File: src/rtl/uart_pkg.sv
// Shared definitions for the UART transmit path.
//   tx_state_t : transmitter FSM states (IDLE, START, DATA, PARITY, STOP)
//   START_BIT / STOP_BIT / IDLE_LEVEL : serial line levels
//   PAR_EVEN / PAR_ODD : encodings of the PAR_TYP control input
package uart_pkg;

  typedef enum logic [2:0] {
    IDLE   = 3'd0,
    START  = 3'd1,
    DATA   = 3'd2,
    PARITY = 3'd3,
    STOP   = 3'd4
  } tx_state_t;

  localparam logic START_BIT  = 1'b0;
  localparam logic STOP_BIT   = 1'b1;
  localparam logic IDLE_LEVEL = 1'b1;
  localparam logic PAR_EVEN   = 1'b0;
  localparam logic PAR_ODD    = 1'b1;

endpackage

File: src/rtl/uart_tx_serializer.sv
// Data shift register and bit-index counter for the UART transmitter.
// Ports:
//   CLK, RST   : bit-rate clock, synchronous active-low reset
//   load       : capture load_data and restart the bit index at 0
//   shift      : move the next data bit into bit_out (LSB first)
//   advance    : increment the bit index
//   load_data  : byte to be serialized
//   bit_out    : next data bit to put on the line
//   done       : bit index is at the last data bit
module uart_tx_serializer
  import uart_pkg::*;
#(
  parameter int DATA_WIDTH = 8,
  parameter int CNT_W      = $clog2(DATA_WIDTH)
) (
  input  logic                  CLK,
  input  logic                  RST,
  input  logic                  load,
  input  logic                  shift,
  input  logic                  advance,
  input  logic [DATA_WIDTH-1:0] load_data,
  output logic                  bit_out,
  output logic                  done
);

  logic [DATA_WIDTH-1:0] shreg;
  logic [CNT_W-1:0]      idx;

  always_ff @(posedge CLK) begin
    if (!RST) begin
      shreg <= '0;
      idx   <= '0;
    end else if (load) begin
      shreg <= load_data;
      idx   <= '0;
    end else begin
      if (shift)   shreg <= shreg >> 1;
      if (advance) idx   <= idx + CNT_W'(1);
    end
  end

  // shreg[0] is always the bit the FSM registers onto the line at the next
  // edge, so TX_OUT stays a pure register with no mux on its output.
  assign bit_out = shreg[0];
  assign done    = (idx == CNT_W'(DATA_WIDTH - 1));

endmodule

File: src/rtl/uart_tx.sv
// UART transmitter: one CLK cycle per bit. Serializes a byte as
// start bit, DATA_WIDTH data bits (LSB first), optional parity, stop bit.
// Ports:
//   CLK        : bit-rate clock
//   RST        : synchronous active-low reset
//   P_DATA     : parallel data, captured when a frame is accepted
//   DATA_VALID : send request, honoured in IDLE and in the STOP cycle
//   PAR_EN     : insert a parity bit (captured with P_DATA)
//   PAR_TYP    : 0 = even parity, 1 = odd parity (captured with P_DATA)
//   TX_OUT     : registered serial line, idles high
//   BUSY       : registered, high from start bit through stop bit
module uart_tx
  import uart_pkg::*;
#(
  parameter int DATA_WIDTH = 8,
  parameter int CNT_W      = $clog2(DATA_WIDTH)
) (
  input  logic                  CLK,
  input  logic                  RST,
  input  logic [DATA_WIDTH-1:0] P_DATA,
  input  logic                  DATA_VALID,
  input  logic                  PAR_EN,
  input  logic                  PAR_TYP,
  output logic                  TX_OUT,
  output logic                  BUSY
);

  tx_state_t state;
  logic      par_en_q;
  logic      par_bit_q;
  logic      accept;
  logic      shift;
  logic      advance;
  logic      ser_bit;
  logic      ser_done;

  // Parity of the incoming word, taken at acceptance so it never depends on
  // how far the shift register has advanced.
  function automatic logic calc_parity(input logic [DATA_WIDTH-1:0] d,
                                       input logic                  typ);
    return (^d) ^ (typ == PAR_ODD);
  endfunction

  always_comb begin
    accept  = DATA_VALID && ((state == IDLE) || (state == STOP));
    // START pre-shifts bit 0 into place; DATA shifts and counts until the
    // last data bit is on the line.
    advance = (state == DATA) && !ser_done;
    shift   = (state == START) || advance;
  end

  uart_tx_serializer #(
    .DATA_WIDTH(DATA_WIDTH),
    .CNT_W     (CNT_W)
  ) u_ser (
    .CLK      (CLK),
    .RST      (RST),
    .load     (accept),
    .shift    (shift),
    .advance  (advance),
    .load_data(P_DATA),
    .bit_out  (ser_bit),
    .done     (ser_done)
  );

  // The state names what is currently on the line; TX_OUT is loaded with
  // the level belonging to the next state.
  always_ff @(posedge CLK) begin
    if (!RST) begin
      state     <= IDLE;
      TX_OUT    <= IDLE_LEVEL;
      BUSY      <= 1'b0;
      par_en_q  <= 1'b0;
      par_bit_q <= 1'b0;
    end else begin
      case (state)
        IDLE, STOP: begin
          if (DATA_VALID) begin
            state     <= START;
            TX_OUT    <= START_BIT;
            BUSY      <= 1'b1;
            par_en_q  <= PAR_EN;
            par_bit_q <= calc_parity(P_DATA, PAR_TYP);
          end else begin
            state  <= IDLE;
            TX_OUT <= IDLE_LEVEL;
            BUSY   <= 1'b0;
          end
        end
        START: begin
          state  <= DATA;
          TX_OUT <= ser_bit;
          BUSY   <= 1'b1;
        end
        DATA: begin
          BUSY <= 1'b1;
          if (!ser_done) begin
            TX_OUT <= ser_bit;
          end else if (par_en_q) begin
            state  <= PARITY;
            TX_OUT <= par_bit_q;
          end else begin
            state  <= STOP;
            TX_OUT <= STOP_BIT;
          end
        end
        PARITY: begin
          state  <= STOP;
          TX_OUT <= STOP_BIT;
          BUSY   <= 1'b1;
        end
        default: begin
          state  <= IDLE;
          TX_OUT <= IDLE_LEVEL;
          BUSY   <= 1'b0;
        end
      endcase
    end
  end

endmodule
File: config.mk
export PLATFORM = sky130hd
export DESIGN_NAME = uart_tx
export DESIGN_NICKNAME = d
export VERILOG_FILES = /design/src/rtl/uart_pkg.sv /design/src/rtl/uart_tx_serializer.sv /design/src/rtl/uart_tx.sv
export SDC_FILE = /design/constraint.sdc
export NUM_CORES = 1
export LEC_CHECK = 0
export BUFFER_PORTS_ARGS = -buffer_cell sky130_fd_sc_hd__buf_4
export CAP_MARGIN = 10
export CORE_ASPECT_RATIO = 1.4
export CORE_MARGIN = 1.5
export CORE_UTILIZATION = 30
export DETAILED_ROUTE_END_ITERATION = 7
export GPL_TIMING_DRIVEN = 0
export SLEW_MARGIN = 20
export SYNTH_ARGS = -nofsm -noshare
export SYNTH_HDL_FRONTEND = slang
export SYNTH_SLANG_ARGS = --single-unit
File: constraint.sdc
create_clock -name CLK -period 5.6 [get_ports CLK]
set_clock_uncertainty 0.15 [all_clocks]
set_input_delay 0 -clock CLK [delete_from_list [all_inputs] [get_ports CLK]]
set_output_delay 0 -clock CLK [all_outputs]
set_load 0.005 [all_outputs]
==> results of run 1 <==
-- logic make-up after synthesis --
| family | Yosys count | synth area share |
|---|---|---|
| flip-flops | 18 | 0.388 |
| buffers and inverters | 8 | 0.0606 |
| AND/OR/NAND/NOR | 44 | 0.242 |
| multiplexers | 3 | 0.0336 |
| adder cells (fa/ha/maj) | 2 | 0.0269 |
| XOR/XNOR | 7 | 0.0808 |
| AO/OA/AOI/OAI | 16 | 0.168 |
-- flip-flops by register name (all words and copies together), names as in the netlist --
name	count
u_ser.shreg	8
state	3
u_ser.idx	3
BUSY	1
TX_OUT	1
par_bit_q	1
par_en_q	1
-- cells in the final DEF (no fill, tap or decap), types with 2 or more instances in the layout --
cell type,instances
mux2i_1,2
clkbuf_8,4
xnor2_1,5
a21oi_1,2
inv_1,3
nand3_1,2
nor2_1,11
a311oi_2,3
nor2b_1,2
nor2_2,3
a311oi_1,4
nand3b_1,3
buf_4,14
ha_1,2
nor3b_1,2
dlygate4sd3_1,11
buf_2,2
nand2_1,17
dfxtp_1,18
-- power by group --
group	total (mW)	switching [mW]	internal (mW)	leakage (nW)
Combinational	0.0809	0.0372	0.0438	0.327
Sequential	0.148	0.00763	0.141	0.148
Clock	0.105	0.0425	0.0624	0.0288
Total	0.334	0.0873	0.247	0.504
-- layout make-up --
type | instances | area [µm²]
plain buffers | 5 | 45.0
clock buffers | 4 | 55.1
fillers | 306 | 1660
inverters | 3 | 11.3
multi-input cells | 72 | 513
flip-flops and latches | 18 | 360
well taps | 37 | 46.3
repair buffers | 25 | 215
-- layer usage --
metal  GRT usage  vias to the layer above  part of all wire
met5           0                        -                 0
met4      0.0833                        0             0.017
met3      0.0194                        2             0.035
met2       0.211                       15              0.47
met1       0.148                      373              0.47
li1            -                      402                 -
-- tightest hold or removal path, stage by stage --
cell	delay [ns]
buf_4	0.08
xnor2_1	0.13
xnor3_1	0.24
nand4_1	0.10
nand3b_1	0.09
-- worst max-delay path by stage --
stage	startpoint	endpoint	cells past startpoint
6_report	u_ser.idx[0]	u_ser.shreg[2]	7
5_1_grt	u_ser.idx[0]	u_ser.shreg[2]	7
4_1_cts	u_ser.idx[0]	u_ser.shreg[2]	7
3_5_place_dp	u_ser.idx[0]	u_ser.shreg[2]	7
3_3_place_gp	u_ser.idx[0]	u_ser.shreg[1]	7
2_1_floorplan	u_ser.idx[0]	u_ser.shreg[0]	7
-- stage by stage --
step                cells   util  cell area [µm²]
floorplan              98      -              930
global placement      149  0.372             1080
detailed placement    149  0.372             1080
CTS                   164  0.429             1250
global route          164  0.429             1250
finish                164  0.429             1250
==> results.ini, run 1 <==
[outcome]
status = complete, no violations

[cts]
root_buffer = clkbuf_8
cts.path.max_buffers = 2
cts_setup_buffers = 0
ctsHoldBuffers = 11
htree_num_levels = 1
clk_pin_slew_ns = 0.07
clk_latency_ns = 0.25
cts_buffers = 3
cts.repair.resized = 0
cts.sinks = 18
cts_tree = yes

[grt]
grt_pass1_wl_um = 3210
grt_overflow_total = 0
grt_pass1_vias = 730
grt_util_all_layers = 0.125
antenna_found_initial = 0
grt_max_degree = 11

[synthesis]
synth_top_area_cell = dfxtp_1
yosys-top-cells-area = dfxtp_1, nand2_1, a311oi_2
synth-edff-count = 0
post-synth-top-count-cell = dfxtp_1
yosysWarningCount = 0
synth_area_um2 = 930
synthFlopType = dfxtp_1
synth_async_sr_flop_share = 0
synthCells = 98
synth-seq-cells = 18
synth_common_cells = dfxtp_1, nand2_1, nor2_1
syn_nets = 113
yosysSeqAreaShare = 0.388
synth_top_area_share = 0.388
synth_cell_types = 33
synth_area_per_cell_um2 = 9.49

[critical_path]
reg2regPathDepth = 7
crit_buf_inv = 1
required_ns = 5.61
cpMostUsedCell = ha_1
worst-setup-path-type = flop to flop
crit_family = adder cells
slowest_stage = nor4b_4
r2r-start = u_ser.idx[0]
critPathMaxFanout = 10
r2r_end = u_ser.shreg[2]
max_stage_delay_ns = 0.41
rrSetupSlack_ns = 3.53
crit_chain = ha_1 > ha_1 > nor4b_4 > a211o_4 > buf_12 > nor2_2 > a311oi_2
critPathLaunchType = flop
end_kind = flop
worstPathArrival_ns = 2.08

[drt]
antenna_left = 0
wl_um = 1880
drt-pass1-iter-count = 4
drtIter0Drc = 9
dr_total_vias = 792
drc_errors = 0
vias_per_cell = 4.83
wl_per_cell_um = 11.4

[cells_and_area]
area_growth_pct = 34.1
num_antenna_cells = 0
fin_nets = 143
final_layout_size_suffix_gt1_frac = 0.244

[timing]
layout_min_cycle_time_ns = 2.07
fmax_mhz = 483
finalHoldViolations = 0
slew_viol_final = 0
setup_violations = 0
final.setup.tns_ns = 0
rsz0062_at_grt = no
worstMarginPinSlew_ns = 0.534
finalCritPeriodShare = 0.369
slew_headroom = 0.644
timing.hold.ws_ns = 0.272
setup_ws_ns = 3.53

[floorplanning]
die_h_um = 68.9
start_util = 0.320
placementRows = 23
core_mm2 = 0.00291
die_w_um = 50.0
io_pins = 15
fp.dieArea_mm2 = 0.00345

[placement]
pre_cts_slack_ns = 3.56
port_buffers = 14
place_congestion = 0.736
hpwl_um = 1380

[power_and_ir_drop]
leakage_nw = 0.504
p_total_uw = 334
ir_worst_vdd_mv = 0.117
powerDensity_mw_per_mm2 = 268

[flow_run]
drv_cap = 0

[hold_path]
hold_path_startpoint = PAR_TYP
hold_depth = 5
holdPathEnd = par_bit_q
hold_path_class = input port to flop

(Power assumes the default switching activity.)
==> run 2, diff against run 1 <==
--- a/config.mk
+++ b/config.mk
@@ -5,6 +5,7 @@
 export SDC_FILE = /design/constraint.sdc
 export NUM_CORES = 1
 export LEC_CHECK = 0
+export ABC_AREA = 1
 export BUFFER_PORTS_ARGS = -buffer_cell sky130_fd_sc_hd__buf_4
 export CAP_MARGIN = 10
 export CORE_ASPECT_RATIO = 1.4
==> constraint.sdc (replaced) <==
create_clock -name CLK -period 1.9 [get_ports CLK]
set_clock_uncertainty 0.15 [all_clocks]
set_input_delay 0 -clock CLK [delete_from_list [all_inputs] [get_ports CLK]]
set_output_delay 0 -clock CLK [all_outputs]
set_load 0.005 [all_outputs]
==> results.ini, run 2 <==
[outcome]
status = complete, no violations  ; unchanged

[grt]
grt_max_degree = 11  ; unchanged
antenna_found_initial = 0  ; unchanged
grt_util_all_layers = 0.134  ; was 0.125
grt_overflow_total = 0  ; unchanged
grt_pass1_vias = 910  ; was 730
grt_pass1_wl_um = 3710  ; was 3210 µm

[cts]
cts_buffers = 3  ; unchanged
cts_setup_buffers = 0  ; unchanged
cts.path.max_buffers = 2  ; unchanged
htree_num_levels = 1  ; unchanged
cts_tree = yes  ; unchanged
clk_latency_ns = 0.26  ; was 0.25 ns
clk_pin_slew_ns = 0.07  ; about the same
cts.sinks = 18  ; unchanged
root_buffer = clkbuf_8  ; unchanged

[drt]
drt-pass1-iter-count = 4  ; unchanged
dr_total_vias = 919  ; was 792
drc_errors = 0  ; unchanged
vias_per_cell = 4.62  ; was 4.83
drtIter0Drc = 32  ; was 9
antenna_left = 0  ; unchanged
wl_per_cell_um = 10.3  ; was 11.4 µm
wl_um = 2040  ; was 1880 µm

[flow_run]
drv_cap = 0  ; unchanged

[power_and_ir_drop]
power_switching_uw = 320  ; was 87.3 µW
pwr-share-clk = 0.309  ; was 0.314
leakage_nw = 0.562  ; was 0.504 nW
powerDensity_mw_per_mm2 = 848  ; was 268 mW/mm²
p_int_uw = 718  ; was 247 µW
p_comb_frac = 0.260  ; was 0.242
ir_worst_vdd_mv = 0.273  ; was 0.117 mV
power_frac_seq = 0.432  ; was 0.444
switching_share = 0.308  ; was 0.261

[cells_and_area]
largestRegisters = u_ser.shreg (8), state (3), u_ser.idx (3)  ; unchanged
final_common_cell = nand2_1  ; was dfxtp_1
final_area_mm2 = 0.00122  ; was 0.00125 mm²
top_register = u_ser.shreg  ; unchanged
n_fill_cell = 320  ; was 306
area_growth_pct = 27.0  ; was 34.1%
largest_reg_flops = 8  ; unchanged
fin_cells = 199  ; was 164
final_cell_mix = nand2_1, dfxtp_1, inv_1  ; was dfxtp_1, nand2_1, buf_4
multi_input_area_um2 = 520  ; was 513 µm²
num_antenna_cells = 0  ; unchanged
final_layout_size_suffix_gt1_frac = 0.250  ; was 0.244
ff_latch_area_um2 = 362  ; was 360 µm²
fin_nets = 176  ; was 143

[synthesis]
synth_top_area_cell = dfxtp_1  ; unchanged
post-synth-top-count-cell = nand2_1  ; was dfxtp_1
yosys-top-cells-area = dfxtp_1, nand2_1, inv_1  ; was dfxtp_1, nand2_1, a311oi_2
yosysSeqAreaShare = 0.374  ; was 0.388
synth-edff-count = 0  ; unchanged
synth_area_um2 = 963  ; was 930 µm²
synth_common_cells = nand2_1, dfxtp_1, inv_1  ; was dfxtp_1, nand2_1, nor2_1
synthFlopType = dfxtp_1  ; unchanged
synth_top_area_share = 0.374  ; was 0.388
synth_cell_types = 25  ; was 33
synth_area_per_cell_um2 = 7.03  ; was 9.49 µm²
syn_nets = 152  ; was 113
synthCells = 137  ; was 98
synth-seq-cells = 18  ; unchanged
synth_async_sr_flop_share = 0  ; unchanged
yosysWarningCount = 0  ; unchanged

[critical_path]
worstPathArrival_ns = 1.77  ; was 2.08 ns
critPathLaunchType = flop  ; unchanged
critPathMaxFanout = 10  ; unchanged
slowest_stage = dlygate4sd3_1  ; was nor4b_4
required_ns = 1.91  ; was 5.61 ns
crit_chain = nor2_2 > nand2_4 > buf_6 > o21ai_0 > dlygate4sd3_1 > a21oi_1  ; was ha_1 > ha_1 > nor4b_4 > a211o_4 > buf_12 > nor2_2 > a311oi_2
end_kind = flop  ; unchanged
worst-setup-path-type = flop to flop  ; unchanged
max_stage_delay_ns = 0.56  ; was 0.41 ns

[floorplanning]
fp.dieArea_mm2 = 0.00357  ; was 0.00345 mm²
die_w_um = 50.9  ; was 50.0 µm
placementRows = 24  ; was 23
start_util = 0.311  ; was 0.320
io_pins = 15  ; unchanged
die_h_um = 70.1  ; was 68.9 µm
core_mm2 = 0.00309  ; was 0.00291 mm²

[placement]
hpwl_um = 1620  ; was 1380 µm
pre_cts_slack_ns = 0.243  ; was 3.56 ns
dpl_cell_area_mm2 = 0.00112  ; was 0.00108 mm²
place_congestion = 0.758  ; was 0.736
dp_cells = 190  ; was 149
port_buffers = 14  ; unchanged

[timing]
finalCritPeriodShare = 0.931  ; was 0.369
slew_viol_final = 0  ; unchanged
rsz0062_at_grt = no  ; unchanged
layout_min_cycle_time_ns = 1.77  ; was 2.07 ns
worstMarginPinSlew_ns = 0.564  ; was 0.534 ns
fmax_mhz = 565  ; was 483 MHz
setup_violations = 0  ; unchanged
finalHoldViolations = 0  ; unchanged
final.setup.tns_ns = 0  ; unchanged
slew_headroom = 0.624  ; was 0.644
setup_ws_ns = 0.132  ; was 3.53 ns

[hold_path]
hold_path_class = input port to flop  ; unchanged

==> run 2: area by class of cell <==
class                           count  area share
Multi-Input combinational cell     99       0.425
Sequential cell                    18       0.296
Timing Repair Buffer               19       0.127
Inverter                           18      0.0552
Clock buffer                        4      0.0450
Tap cell                           39      0.0399
Buffer                              2      0.0123
==> run 2: power groups by stage <==
stage | Clock (mW) | Sequential [mW] | Combinational, mW
2_1_floorplan | 0 | 0.450 | 0.189
3_3_place_gp | 0 | 0.453 | 0.255
3_5_place_dp | 0 | 0.456 | 0.263
4_1_cts | 0.324 | 0.447 | 0.272
5_1_grt | 0.339 | 0.453 | 0.308
6_report | 0.320 | 0.448 | 0.270
==> run 2: worst paths after layout <==
check	startpoint	endpoint	slack (ns)	cells after the start
worst max register to register	state[0]	par_en_q	0.13	6
worst min register to register	u_ser.idx[1]	u_ser.idx[1]	0.33	2
worst max-delay path	state[0]	par_en_q	0.13	6
worst min-delay path	P_DATA[5]	u_ser.shreg[5]	0.02	5
==> run 2: layer usage <==
| metal | GRT usage | part of all wire | up-vias |
|---|---|---|---|
| li1 | - | - | 482 |
| met1 | 0.145 | 0.41 | 410 |
| met2 | 0.253 | 0.53 | 20 |
| met3 | 0.0128 | 0.031 | 7 |
| met4 | 0.0631 | 0.028 | 0 |
| met5 | 0 | 0 | - |
==> run 2: worst max-delay path: cells and delay by family, from the launching register on <==
| kind | cells | cell delay (ns) |
|---|---|---|
| compound gates | 2 | 0.16 |
| simple gates | 2 | 0.27 |
| flops | 1 | 0.35 |
| buf+inv | 2 | 0.73 |
==> run 2: per-stage QoR <==
step                      power [mW]  utilization  hold slack [ns]
after floorplan                0.638            -          -0.0116
after global placement         0.708        0.361            0.130
after detailed placement       0.718        0.361            0.136
after CTS                       1.04        0.395           0.0182
after global routing            1.10        0.396           0.0338
final                           1.04        0.396           0.0209
==> run 2: cell families after synthesis <==
family	share of synthesized area
AO/OA/AOI/OAI	0.192
XOR/XNOR	0.00909
adder cells (fa/ha/maj)	0.0260
buffers and inverters	0.0857
flip-flops	0.374
AND/OR/NAND/NOR	0.313
==> run 2: timing repair <==
item,CTS,global route
hold buffers,5,0
hold endpoints to repair,7,0
resized for setup,0,1
setup endpoints to repair,0,1
==> run 3, diff against run 2 <==
==> constraint.sdc (replaced) <==
create_clock -name CLK -period 2.2 [get_ports CLK]
set_clock_uncertainty 0.15 [all_clocks]
set_input_delay 0 -clock CLK [delete_from_list [all_inputs] [get_ports CLK]]
set_output_delay 0 -clock CLK [all_outputs]
set_load 0.005 [all_outputs]
==> results.ini, run 3 (synthesis gave the netlist of run 2 again) <==
[outcome]
status = complete, no violations  ; unchanged

[drt]
vias_per_cell = 4.62  ; unchanged
dr_total_vias = 919  ; unchanged
drt-pass1-iter-count = 4  ; unchanged
drtIter0Drc = 32  ; unchanged
antenna_left = 0  ; unchanged
wl_per_cell_um = 10.3  ; unchanged
drc_errors = 0  ; unchanged
wl_um = 2040  ; unchanged

[critical_path]
path_depth = 6  ; unchanged
rrSetupSlack_ns = 0.40  ; was 0.13 ns
r2r-start = state[0]  ; unchanged
critPathMaxFanout = 10  ; unchanged
slowest_stage = dlygate4sd3_1  ; unchanged
crit_buf_inv = 2  ; unchanged
worstPathArrival_ns = 1.81  ; was 1.77 ns
r2r_end = par_en_q  ; unchanged
worst-setup-path-type = flop to flop  ; unchanged
reg2regPathDepth = 6  ; unchanged
max_stage_delay_ns = 0.56  ; about the same
required_ns = 2.21  ; was 1.91 ns
crit_family = buffers and inverters  ; unchanged
crit_chain = nor2_2 > nand2_4 > buf_6 > o21ai_0 > dlygate4sd3_1 > a21oi_1  ; unchanged
critPathLaunchType = flop  ; unchanged
end_kind = flop  ; unchanged

[grt]
grt_overflow_total = 0  ; unchanged
grt_max_degree = 11  ; unchanged
grt_pass1_vias = 910  ; unchanged
grt_pass1_wl_um = 3710  ; unchanged
grt_util_all_layers = 0.134  ; unchanged
antenna_found_initial = 0  ; unchanged

[cells_and_area]
final_layout_size_suffix_gt1_frac = 0.244  ; was 0.250
final_common_cell = nand2_1  ; unchanged
fin_nets = 176  ; unchanged
largestRegisters = u_ser.shreg (8), state (3), u_ser.idx (3)  ; unchanged
final_cell_mix = nand2_1, dfxtp_1, inv_1  ; unchanged
n_fill_cell = 321  ; was 320
largest_reg_flops = 8  ; unchanged
top_register = u_ser.shreg  ; unchanged
num_antenna_cells = 0  ; unchanged
final_area_mm2 = 0.00122  ; about the same
area_growth_pct = 26.9  ; was 27.0%

[timing]
setup_violations = 0  ; unchanged
fmax_mhz = 554  ; was 565 MHz
rsz0062_at_grt = no  ; unchanged
finalHoldViolations = 0  ; unchanged
layout_min_cycle_time_ns = 1.80  ; was 1.77 ns
slew_headroom = 0.624  ; unchanged
finalCritPeriodShare = 0.820  ; was 0.931
final.setup.tns_ns = 0  ; unchanged
slew_viol_final = 0  ; unchanged
worstMarginPinSlew_ns = 0.564  ; unchanged

[cts]
cts_buffers = 3  ; unchanged
cts.path.max_buffers = 2  ; unchanged
root_buffer = clkbuf_8  ; unchanged
cts.sinks = 18  ; unchanged
clk_latency_ns = 0.26  ; about the same
htree_num_levels = 1  ; unchanged
cts_tree = yes  ; unchanged
cts.repair.resized = 0  ; unchanged
clk_pin_slew_ns = 0.07  ; about the same

[placement]
place_congestion = 0.758  ; unchanged
hpwl_um = 1620  ; unchanged
port_buffers = 14  ; unchanged
dpl_cell_area_mm2 = 0.00112  ; unchanged

[floorplanning]
fp.dieArea_mm2 = 0.00357  ; unchanged
start_util = 0.311  ; unchanged
io_pins = 15  ; unchanged
placementRows = 24  ; unchanged
die_w_um = 50.9  ; unchanged
die_h_um = 70.1  ; unchanged
core_mm2 = 0.00309  ; unchanged

[hold_path]
holdPathEnd = u_ser.shreg[5]  ; unchanged
hold_path_class = input port to flop  ; unchanged
hold_path_startpoint = P_DATA[5]  ; unchanged
hold_depth = 5  ; unchanged

[power_and_ir_drop]
ir_worst_vdd_mv = 0.235  ; was 0.273 mV
powerDensity_mw_per_mm2 = 732  ; was 848 mW/mm²
p_total_uw = 895  ; was 1.04 mW
leakage_nw = 0.562  ; about the same

[flow_run]
drv_cap = 0  ; unchanged

## run 3: power breakdown
part           internal, mW  leakage, nW  switching, mW
clock network         0.159       0.0288          0.117
logic                0.0968        0.385          0.136
registers             0.363        0.148         0.0231
## run 3: timing repair
action,4_1_cts,5_1_grt
setup buffers,0,0
hold endpoints to repair,7,0
hold buffers,5,0
## run 3: worst reg2reg max path: stages (launching register included)
cell,delay (ns)
dfxtp_1,0.37
nor2_2,0.17
nand2_4,0.12
buf_6,0.17
o21ai_0,0.12
dlygate4sd3_1,0.56
a21oi_1,0.04
## run 3: routing by layer
| metal | up-vias | share of wire | global-route usage |
|---|---|---|---|
| met5 | - | 0 | 0 |
| met4 | 0 | 0.028 | 0.0631 |
| met3 | 7 | 0.031 | 0.0128 |
| met2 | 20 | 0.53 | 0.253 |
| met1 | 410 | 0.41 | 0.145 |
| li1 | 482 | - | - |
## run 3: worst max-delay path by stage
stage | slack (ns) | from | endpoint
2_1_floorplan | 0.76 | u_ser.idx[0] | u_ser.shreg[4]
3_3_place_gp | 0.63 | u_ser.idx[0] | u_ser.shreg[6]
3_5_place_dp | 0.54 | u_ser.idx[0] | u_ser.shreg[3]
6_report | 0.40 | state[0] | par_en_q
4_1_cts | 0.39 | state[0] | par_en_q
5_1_grt | 0.30 | state[0] | par_en_q
## run 3: layout make-up
type                            instances  area [µm²]  share of cell area
Inverter                               18        67.6              0.0553
Tap cell                               39        48.8              0.0399
Clock buffer                            4        55.1              0.0450
Sequential cell                        18         360               0.295
Buffer                                  2        15.0              0.0123
Timing Repair Buffer                   19         155               0.127
Multi-Input combinational cell         99         520               0.426
## run 3: through the flow
step	instances	setup WS [ns]	hold WS, ns	utilization
global route	199	0.298	0.0338	0.395
CTS	199	0.386	0.0182	0.395
floorplan	137	0.760	-0.0116	-
finish	199	0.396	0.0209	0.395
global placement	190	0.630	0.130	0.361
detailed placement	190	0.543	0.136	0.361
